==> src/rtl/if_id_queue_pkg.sv <==
// Shared widths for the fetch-to-decode instruction queue.
// Mirrors WORD / INSTR_LEN from the system definitions and the default depth.
package if_id_queue_pkg;
    localparam int WORD      = 64;
    localparam int INSTR_LEN = 32;
    localparam int IFQ_DEPTH = 4;
    localparam int ENTRY_W   = INSTR_LEN + 2 * WORD;
endpackage

==> src/rtl/ifq_mem.sv <==
// Queue storage: DEPTH x W register array, one write port, one async read port.
// Latency: write visible after the edge; read is combinational. No reset, no backpressure.
module ifq_mem #(
    parameter int DEPTH = 4,
    parameter int W     = 128
) (
    input  logic                     clk,
    input  logic                     we_i,
    input  logic [$clog2(DEPTH)-1:0] waddr_i,
    input  logic [W-1:0]             wdata_i,
    input  logic [$clog2(DEPTH)-1:0] raddr_i,
    output logic [W-1:0]             rdata_o
);
    logic [W-1:0] mem_q [DEPTH];

    always_ff @(posedge clk) begin
        if (we_i) begin
            mem_q[waddr_i] <= wdata_i;
        end
    end

    assign rdata_o = mem_q[raddr_i];
endmodule

==> src/rtl/if_id_queue.sv <==
// Fetch-to-decode instruction queue with show-ahead head and branch flush.
// Latency: one cycle push-to-visible; full stalls fetch from registered count only.
module if_id_queue
    import if_id_queue_pkg::*;
#(
    parameter int DEPTH = IFQ_DEPTH
) (
    input  logic                       clk,
    input  logic                       reset,
    input  logic                       fetch_valid,
    input  logic [INSTR_LEN-1:0]       instruction,
    input  logic [WORD-1:0]            cur_pc,
    input  logic [WORD-1:0]            incremented_pc,
    input  logic                       flush,
    output logic                       fetch_stall,
    output logic                       dec_valid,
    input  logic                       dec_ready,
    output logic [INSTR_LEN-1:0]       dec_instr,
    output logic [WORD-1:0]            dec_pc,
    output logic [WORD-1:0]            dec_inc_pc,
    output logic [$clog2(DEPTH):0]     count
);
    localparam int AW = $clog2(DEPTH);
    localparam int CW = AW + 1;

    logic [AW-1:0]      rd_ptr_q, rd_ptr_d;
    logic [AW-1:0]      wr_ptr_q, wr_ptr_d;
    logic [CW-1:0]      count_q, count_d;
    logic               full, empty, push, pop;
    logic [ENTRY_W-1:0] wdata, rdata;

    assign full  = (count_q == CW'(DEPTH));
    assign empty = (count_q == '0);
    // A push while full is refused even if a pop frees a slot in the same cycle.
    assign push  = fetch_valid && !full && !flush;
    assign pop   = !empty && dec_ready && !flush;

    always_comb begin
        rd_ptr_d = rd_ptr_q;
        wr_ptr_d = wr_ptr_q;
        count_d  = count_q;
        if (flush) begin
            rd_ptr_d = '0;
            wr_ptr_d = '0;
            count_d  = '0;
        end else begin
            if (push) wr_ptr_d = wr_ptr_q + 1'b1;
            if (pop)  rd_ptr_d = rd_ptr_q + 1'b1;
            case ({push, pop})
                2'b10:   count_d = count_q + 1'b1;
                2'b01:   count_d = count_q - 1'b1;
                default: count_d = count_q;
            endcase
        end
    end

    always_ff @(posedge clk or negedge reset) begin
        if (!reset) begin
            rd_ptr_q <= '0;
            wr_ptr_q <= '0;
            count_q  <= '0;
        end else begin
            rd_ptr_q <= rd_ptr_d;
            wr_ptr_q <= wr_ptr_d;
            count_q  <= count_d;
        end
    end

    assign wdata = {instruction, cur_pc, incremented_pc};

    ifq_mem #(
        .DEPTH (DEPTH),
        .W     (ENTRY_W)
    ) u_mem (
        .clk     (clk),
        .we_i    (push),
        .waddr_i (wr_ptr_q),
        .wdata_i (wdata),
        .raddr_i (rd_ptr_q),
        .rdata_o (rdata)
    );

    assign fetch_stall = full;
    assign dec_valid   = !empty;
    assign count       = count_q;
    assign dec_instr   = empty ? '0 : rdata[ENTRY_W-1 -: INSTR_LEN];
    assign dec_pc      = empty ? '0 : rdata[2*WORD-1 -: WORD];
    assign dec_inc_pc  = empty ? '0 : rdata[WORD-1:0];
endmodule
==> config.mk <==
export PLATFORM = sky130hd
export DESIGN_NAME = if_id_queue
export DESIGN_NICKNAME = d
export VERILOG_FILES = /design/src/rtl/if_id_queue_pkg.sv /design/src/rtl/ifq_mem.sv /design/src/rtl/if_id_queue.sv
export SDC_FILE = /design/constraint.sdc
export NUM_CORES = 1
export LEC_CHECK = 0
export ABC_AREA = 0
export CORE_MARGIN = 3
export CORE_UTILIZATION = 45
export DETAILED_ROUTE_END_ITERATION = 6
export MAX_ROUTING_LAYER = met4
export PLACE_DENSITY_LB_ADDON = 0.05
export SLEW_MARGIN = 30
export SYNTH_ARGS = -nofsm -noshare
export SYNTH_HDL_FRONTEND = slang
export SYNTH_SLANG_ARGS = --single-unit
==> constraint.sdc <==
create_clock -name clk -period 6.53 [get_ports clk]
set_input_delay 1.306 -clock clk [delete_from_list [all_inputs] [get_ports clk]]
set_output_delay 1.306 -clock clk [all_outputs]
set_load 0.01 [all_outputs]
==> impl_metrics.toml, run 1 <==
[run_status]
status = "finished, final reports clean"

[setup_path]
worstPathRequired_ps = 5220
reg2reg_from = "count[0]"
cp_max_fo = 91
critPathCaptureType = "output port"
crit_type = "reg2out"
reg2reg_slack_ps = 3710
startpoint = "count[0]"
worst_ep_arrival_time_ps = 3380
cp-start-kind = "register"

[clocking]
cts_resized = 0
post-cts-setup-buffer-count = 0
path_clk_slew_ps = 50
clock_latency_ps = 590
cts-root-buf = "clkbuf_16"
clock_path_buffers = 3
h-tree-depth = 3
cts_tree = "built"
cts_buffers = 70
cts.sinks = 647
holdBufCountCts = 0

[finish]
areaGrowthSynthToFinish_pct = 25.7
seq_area_um2 = 19400
fin_area_um2 = 31000
nFillCells = 4089
final_cells = 2194
drive_gt1_share_pct = 18.9
multi_input_area_um2 = 4940
num-nets-final = 1607

[flow_run]
drv_cap = 0

[drt]
routed_wl_um = 52700
drt_pass1_iterations = 4
routedWlPerCell_um = 24.0
drt_iter0_drc = 770
remaining_drc_errors = 0
ant_nets = 0
vias = 11605
vias_per_cell = 5.29

[power_and_ir_drop]
p_per_area_nw_per_um2 = 324
p_leak_nw = 9.75
ir_drop_v = 0.000212

[floorplanning]
die_h_um = 240
dieArea_um2 = 57700
die_w_um = 240
pin_count = 330
start_util_pct = 45.7
rows = 85
core_um2 = 54000

[sta]
fin_skew_ps = 17.0
hold_viol = 0
finalMaxSlewViolations = 0
setup_viol = 0
worst_pin_slew_ps = 969
rsz0062_at_grt = "false"
hold-worst-slack_ps = 612
finalWorstSetupSlack_ps = 1840
fin_crit_sh_pct = 71.8
tns_ps = 0
timing.slew.headroom_pct = 35.4
fmax_mhz = 213
period_minus_slack_ps = 4690

[placement]
postPlaceCellArea_um2 = 28800
hpwl_um = 32000
gp_congestion = 0.757
pre_cts_slack_ps = 2360
dp_cells = 2061
numPortBuffers = 329

[hold_path]
min_path_type = "reg2reg"
hold_path.startpoint = "wr_ptr_q[1]"

[logic_synthesis]
synth_nets = 1246
netlist_area_um2 = 24700
yosysWarnings = 0
synthCells = 1076
synth_seq_cells = 647
synthDistinctLibCells = 33
ys_seq_area_share_pct = 78.6
syn_area_per_cell_um2 = 22.9

[grt]
grt_max_degree = 95
grt_usage_pct = 19.0
gr-total-overflow = 0
grt_pass1_wl_um = 78100
antenna_found_initial = 8
grt_pass1_vias = 12236
==> routing by layer <==
layer | global-route usage, % | vias to the layer above | part of all wire [%]
li1 | - | 5164 | -
met3 | 4.06 | 54 | 5.4
met4 | 5.19 | 0 | 1.6
met2 | 29.6 | 282 | 50
met1 | 25.6 | 6105 | 43
met5 | - | - | 0
==> placed cells by master, fill, tap and decap left out, types with 2 or more instances in the layout <==
master           count
dfrtp_1              5
mux4_2             160
a32o_1               2
dfrtp_4              2
clkinv_1             9
edfxtp_1           640
inv_6                5
a21oi_1              4
and2_1             161
nor2_1               2
buf_12              10
clkbuf_16           73
nand2b_1             4
ha_1                 4
clkbuf_1            23
xor2_1               2
o22ai_1              2
inv_1                5
and2_4               4
o21ai_0              2
diode_2              8
nand3_1              2
buf_4                8
clkinv_2             9
bufinv_16            4
clkdlybuf4s50_1    329
==> cell families after synthesis <==
kind of cell	share of synthesized area, %
simple gates	4.48
mux	14.6
flops	78.6
fa+ha+maj	0.284
compound gates	0.507
xor+xnor	0.106
buf+inv	1.46
==> worst paths after layout <==
path	cells past startpoint	end
min in group asynchronous	1	count[2]
max	5	dec_pc[25]
max reg2reg	6	u_mem.mem_q[1][72]
max in group asynchronous	1	rd_ptr_q[1]
min	2	wr_ptr_q[1]
min reg2reg	2	wr_ptr_q[1]
==> flip-flops by register name, summed over array words and instances (netlist names) <==
name and count:
u_mem.mem_q 640, count 3, rd_ptr_q 2, wr_ptr_q 2
==> worst max-delay path, cell delays in order (launching register included) <==
cell             delay (ps)
dfrtp_1                 490
nor3_1                  590
inv_6                   340
buf_4                   400
and2_1                  290
clkdlybuf4s50_1         500
==> final cells by class <==
type	instances	share of cell area, %
repair buffers	348	11.5
diodes	8	0.0645
well taps	696	2.81
clock inverters	28	0.807
flip-flops and latches	647	62.5
multi-input cells	363	15.9
clock buffers	97	6.21
inverters	7	0.101
==> metrics by stage <==
stage	util [%]	power, mW
floorplan	-	5.67
detailed placement	53.4	6.45
global placement	53.3	6.44
finish	57.4	10.1
global route	57.4	10.5
CTS	57.4	10.2
==> cell usage after synthesis, drive strengths merged <==
| library cell | instances | area share, % |
|---|---|---|
| a211o | 1 | 0.035 |
| a211oi | 1 | 0.030 |
| a21oi | 4 | 0.081 |
| a221oi | 1 | 0.035 |
| a22oi | 1 | 0.030 |
| a31oi | 1 | 0.025 |
| a32o | 2 | 0.081 |
| and2 | 165 | 4.2 |
| buf | 33 | 0.96 |
| clkbuf | 26 | 0.40 |
| dfrtp | 7 | 0.71 |
| edfxtp | 640 | 78 |
| fa | 1 | 0.081 |
| ha | 4 | 0.20 |
| inv | 7 | 0.11 |
| mux4 | 160 | 15 |
| nand2b | 4 | 0.10 |
| nand3 | 2 | 0.041 |
| nor2 | 2 | 0.030 |
| nor3 | 2 | 0.061 |
| nor3b | 1 | 0.030 |
| o211ai | 1 | 0.030 |
| o21ai | 2 | 0.041 |
| o22ai | 2 | 0.051 |
| o311ai | 1 | 0.035 |
| o31ai | 1 | 0.030 |
| or3b | 1 | 0.035 |
| xnor2 | 1 | 0.035 |
| xor2 | 2 | 0.071 |
==> report_power, final <==
part / internal, mW / total [mW] / switching, mW / leakage, nW
clock network: 2.22 / 3.74 / 1.51 / 1.06
logic: 0.862 / 1.56 / 0.700 / 2.78
registers: 4.70 / 4.76 / 0.0626 / 5.90
total: 7.79 / 10.1 / 2.27 / 9.75
Note: power is estimated with default switching activity, not from simulation.
==> run 2: changes to the inputs <==
==> constraint.sdc (replaced) <==
create_clock -name clk -period 4.2 [get_ports clk]
set_input_delay 0.84 -clock clk [delete_from_list [all_inputs] [get_ports clk]]
set_output_delay 0.84 -clock clk [all_outputs]
set_load 0.01 [all_outputs]
==> run 2 against run 1 <==
  * Critical path depth did not move
  * Global-route usage barely moved
  * First-iteration DRC count fell by 5.3%
  * Cell count rose by 0.91%
  * Total power rose by 54%
  * Non-clock buffer count rose by 19
  * Via count rose by 1.1%
  * Combinational power rose by 61%
  * Setup slack got worse by 1400 ps
  * Utilization rose by 0.41 points
  * Cell area rose by 0.71%
  * Critical endpoint is now dec_instr[10]
  * Highest routed layer unchanged
==> impl_metrics.toml, run 2 (synthesis results as in run 1) <==
[run_status]
status = "finished, final reports clean"

[floorplanning]
rows = 85
die_w_um = 240
dieArea_um2 = 57700
start_util_pct = 45.7
die_h_um = 240
pin_count = 330
core_um2 = 54000

[placement]
gp_congestion = 0.721
hpwl_um = 32800
numPortBuffers = 329
postPlaceCellArea_um2 = 29100
pre_cts_slack_ps = 816
dp_cells = 2080

[finish]
final_cells = 2214
fin_area_um2 = 31200
num-nets-final = 1625
final_core_util_pct = 57.8
nFillCells = 4051
layout_common_cells = "edfxtp_1 (640), clkdlybuf4s50_1 (329), and2_1 (161), mux4_2 (160), clkbuf_16 (71)"
layout_commonest_cell = "edfxtp_1"
areaGrowthSynthToFinish_pct = 26.6
largest_register_ffs = 640
drive_gt1_share_pct = 19.9
max_flop_register = "u_mem.mem_q"

[setup_path]
crit_path_cell_trace = "buf_12, buf_12, mux4_2, and2_1, clkdlybuf4s50_1"
max_stage_delay_ps = 720
crit_top_cell = "buf_12"
crit_path_end = "dec_instr[10]"
worst-path-buf-inv = 3
startpoint = "rd_ptr_q[0]"
r2r-end = "u_mem.mem_q[2][1]"
critPathCaptureType = "output port"
crit_type = "reg2out"
cp-start-kind = "register"
r2r_cells = 5
worst_ep_arrival_time_ps = 2960
worstPathRequired_ps = 3360
cp_max_fo = 19
cp.depth = 5
reg2reg_slack_ps = 1720
crit_family = "buffers and inverters"
cp_slowest_cell = "dfrtp_4"
reg2reg_from = "count[0]"

[sta]
fin_crit_sh_pct = 90.6
hold-worst-slack_ps = 562
rsz0062_at_grt = "false"
fmax_mhz = 263
period_minus_slack_ps = 3800
timing.slew.headroom_pct = 61.5
finalMaxSlewViolations = 0
fin_skew_ps = 14.8
hold_viol = 0
worst_pin_slew_ps = 577
finalWorstSetupSlack_ps = 395
tns_ps = 0
setup_viol = 0

[grt]
grt_usage_pct = 18.9
grt_pass1_wl_um = 78100
grt_max_degree = 88
grt_pass1_vias = 12481
gr-total-overflow = 0
antenna_found_initial = 14

[clocking]
clock_latency_ps = 580
clock_path_buffers = 3
cts_tree = "built"
h-tree-depth = 3
path_clk_slew_ps = 60
cts.sinks = 647
cts_buffers = 69
post-cts-setup-buffer-count = 0
cts-root-buf = "clkbuf_16"

[drt]
ant_nets = 0
drt_pass1_iterations = 4
drt_iter0_drc = 729
vias = 11729
vias_per_cell = 5.30
remaining_drc_errors = 0
routedWlPerCell_um = 23.6
routed_wl_um = 52300

[power_and_ir_drop]
ir_drop_v = 0.000332
total_power_mw = 15.5
p_per_area_nw_per_um2 = 497
p_leak_nw = 9.86

[flow_run]
drv_cap = 0

[hold_path]
min_path_type = "in2async"
run 2: cell types whose count changed in the layout (fill, tap and decap cells not counted), moves of 2 or more:
cell / previous run / this run
clkinv_1: 9 / 14
buf_4: 8 / 15
diode_2: 8 / 12
buf_12: 10 / 23
clkbuf_1: 23 / 17
clkbuf_16: 73 / 71
run 2: repair_timing:
| item | in CTS | in global routing |
|---|---|---|
| setup endpoints to repair | 0 | 31 |
| hold buffers | 0 | 0 |
| resized for setup | 0 | 1 |
run 2: final cells by class:
class / instances / area (um^2) / share of cell area, %
antenna: 12 / 30.0 / 0.0961
clock buffer: 88 / 1840 / 5.89
clock inverter: 34 / 256 / 0.821
inverter: 7 / 31.3 / 0.100
multi-input combinational: 363 / 4950 / 15.8
sequential: 647 / 19400 / 62.1
tap: 696 / 871 / 2.79
timing repair buffer: 367 / 3870 / 12.4
run 2: worst register-to-register path: stages (launching register included):
cell	delay, ps
dfrtp_1	550
or3b_1	310
inv_2	100
nor3_2	270
and2_4	500
buf_12	350
run 2: how the worst min path moves through the flow:
stage / depth (start not counted) / to / slack [ps] / start
after global placement: 2 / wr_ptr_q[1] / 590 / wr_ptr_q[1]
after floorplan: 0 / count[0] / 540 / reset
after global routing: 1 / count[2] / 530 / reset
after CTS: 1 / count[0] / 510 / reset
final: 1 / count[0] / 560 / reset
after detailed placement: 2 / wr_ptr_q[1] / 590 / wr_ptr_q[1]
run 2: metal layers:
layer / wire, um / track usage, %
met5: 0 / -
met4: 1060 / 4.88
met3: 3290 / 4.96
met2: 25500 / 28.9
met1: 22500 / 25.7
run 2: power by group:
group,total (mW),internal (mW),switching (mW)
logic,2.51,1.40,1.10
clock network,5.64,3.29,2.35
registers,7.38,7.31,0.0764
total,15.5,12.0,3.53
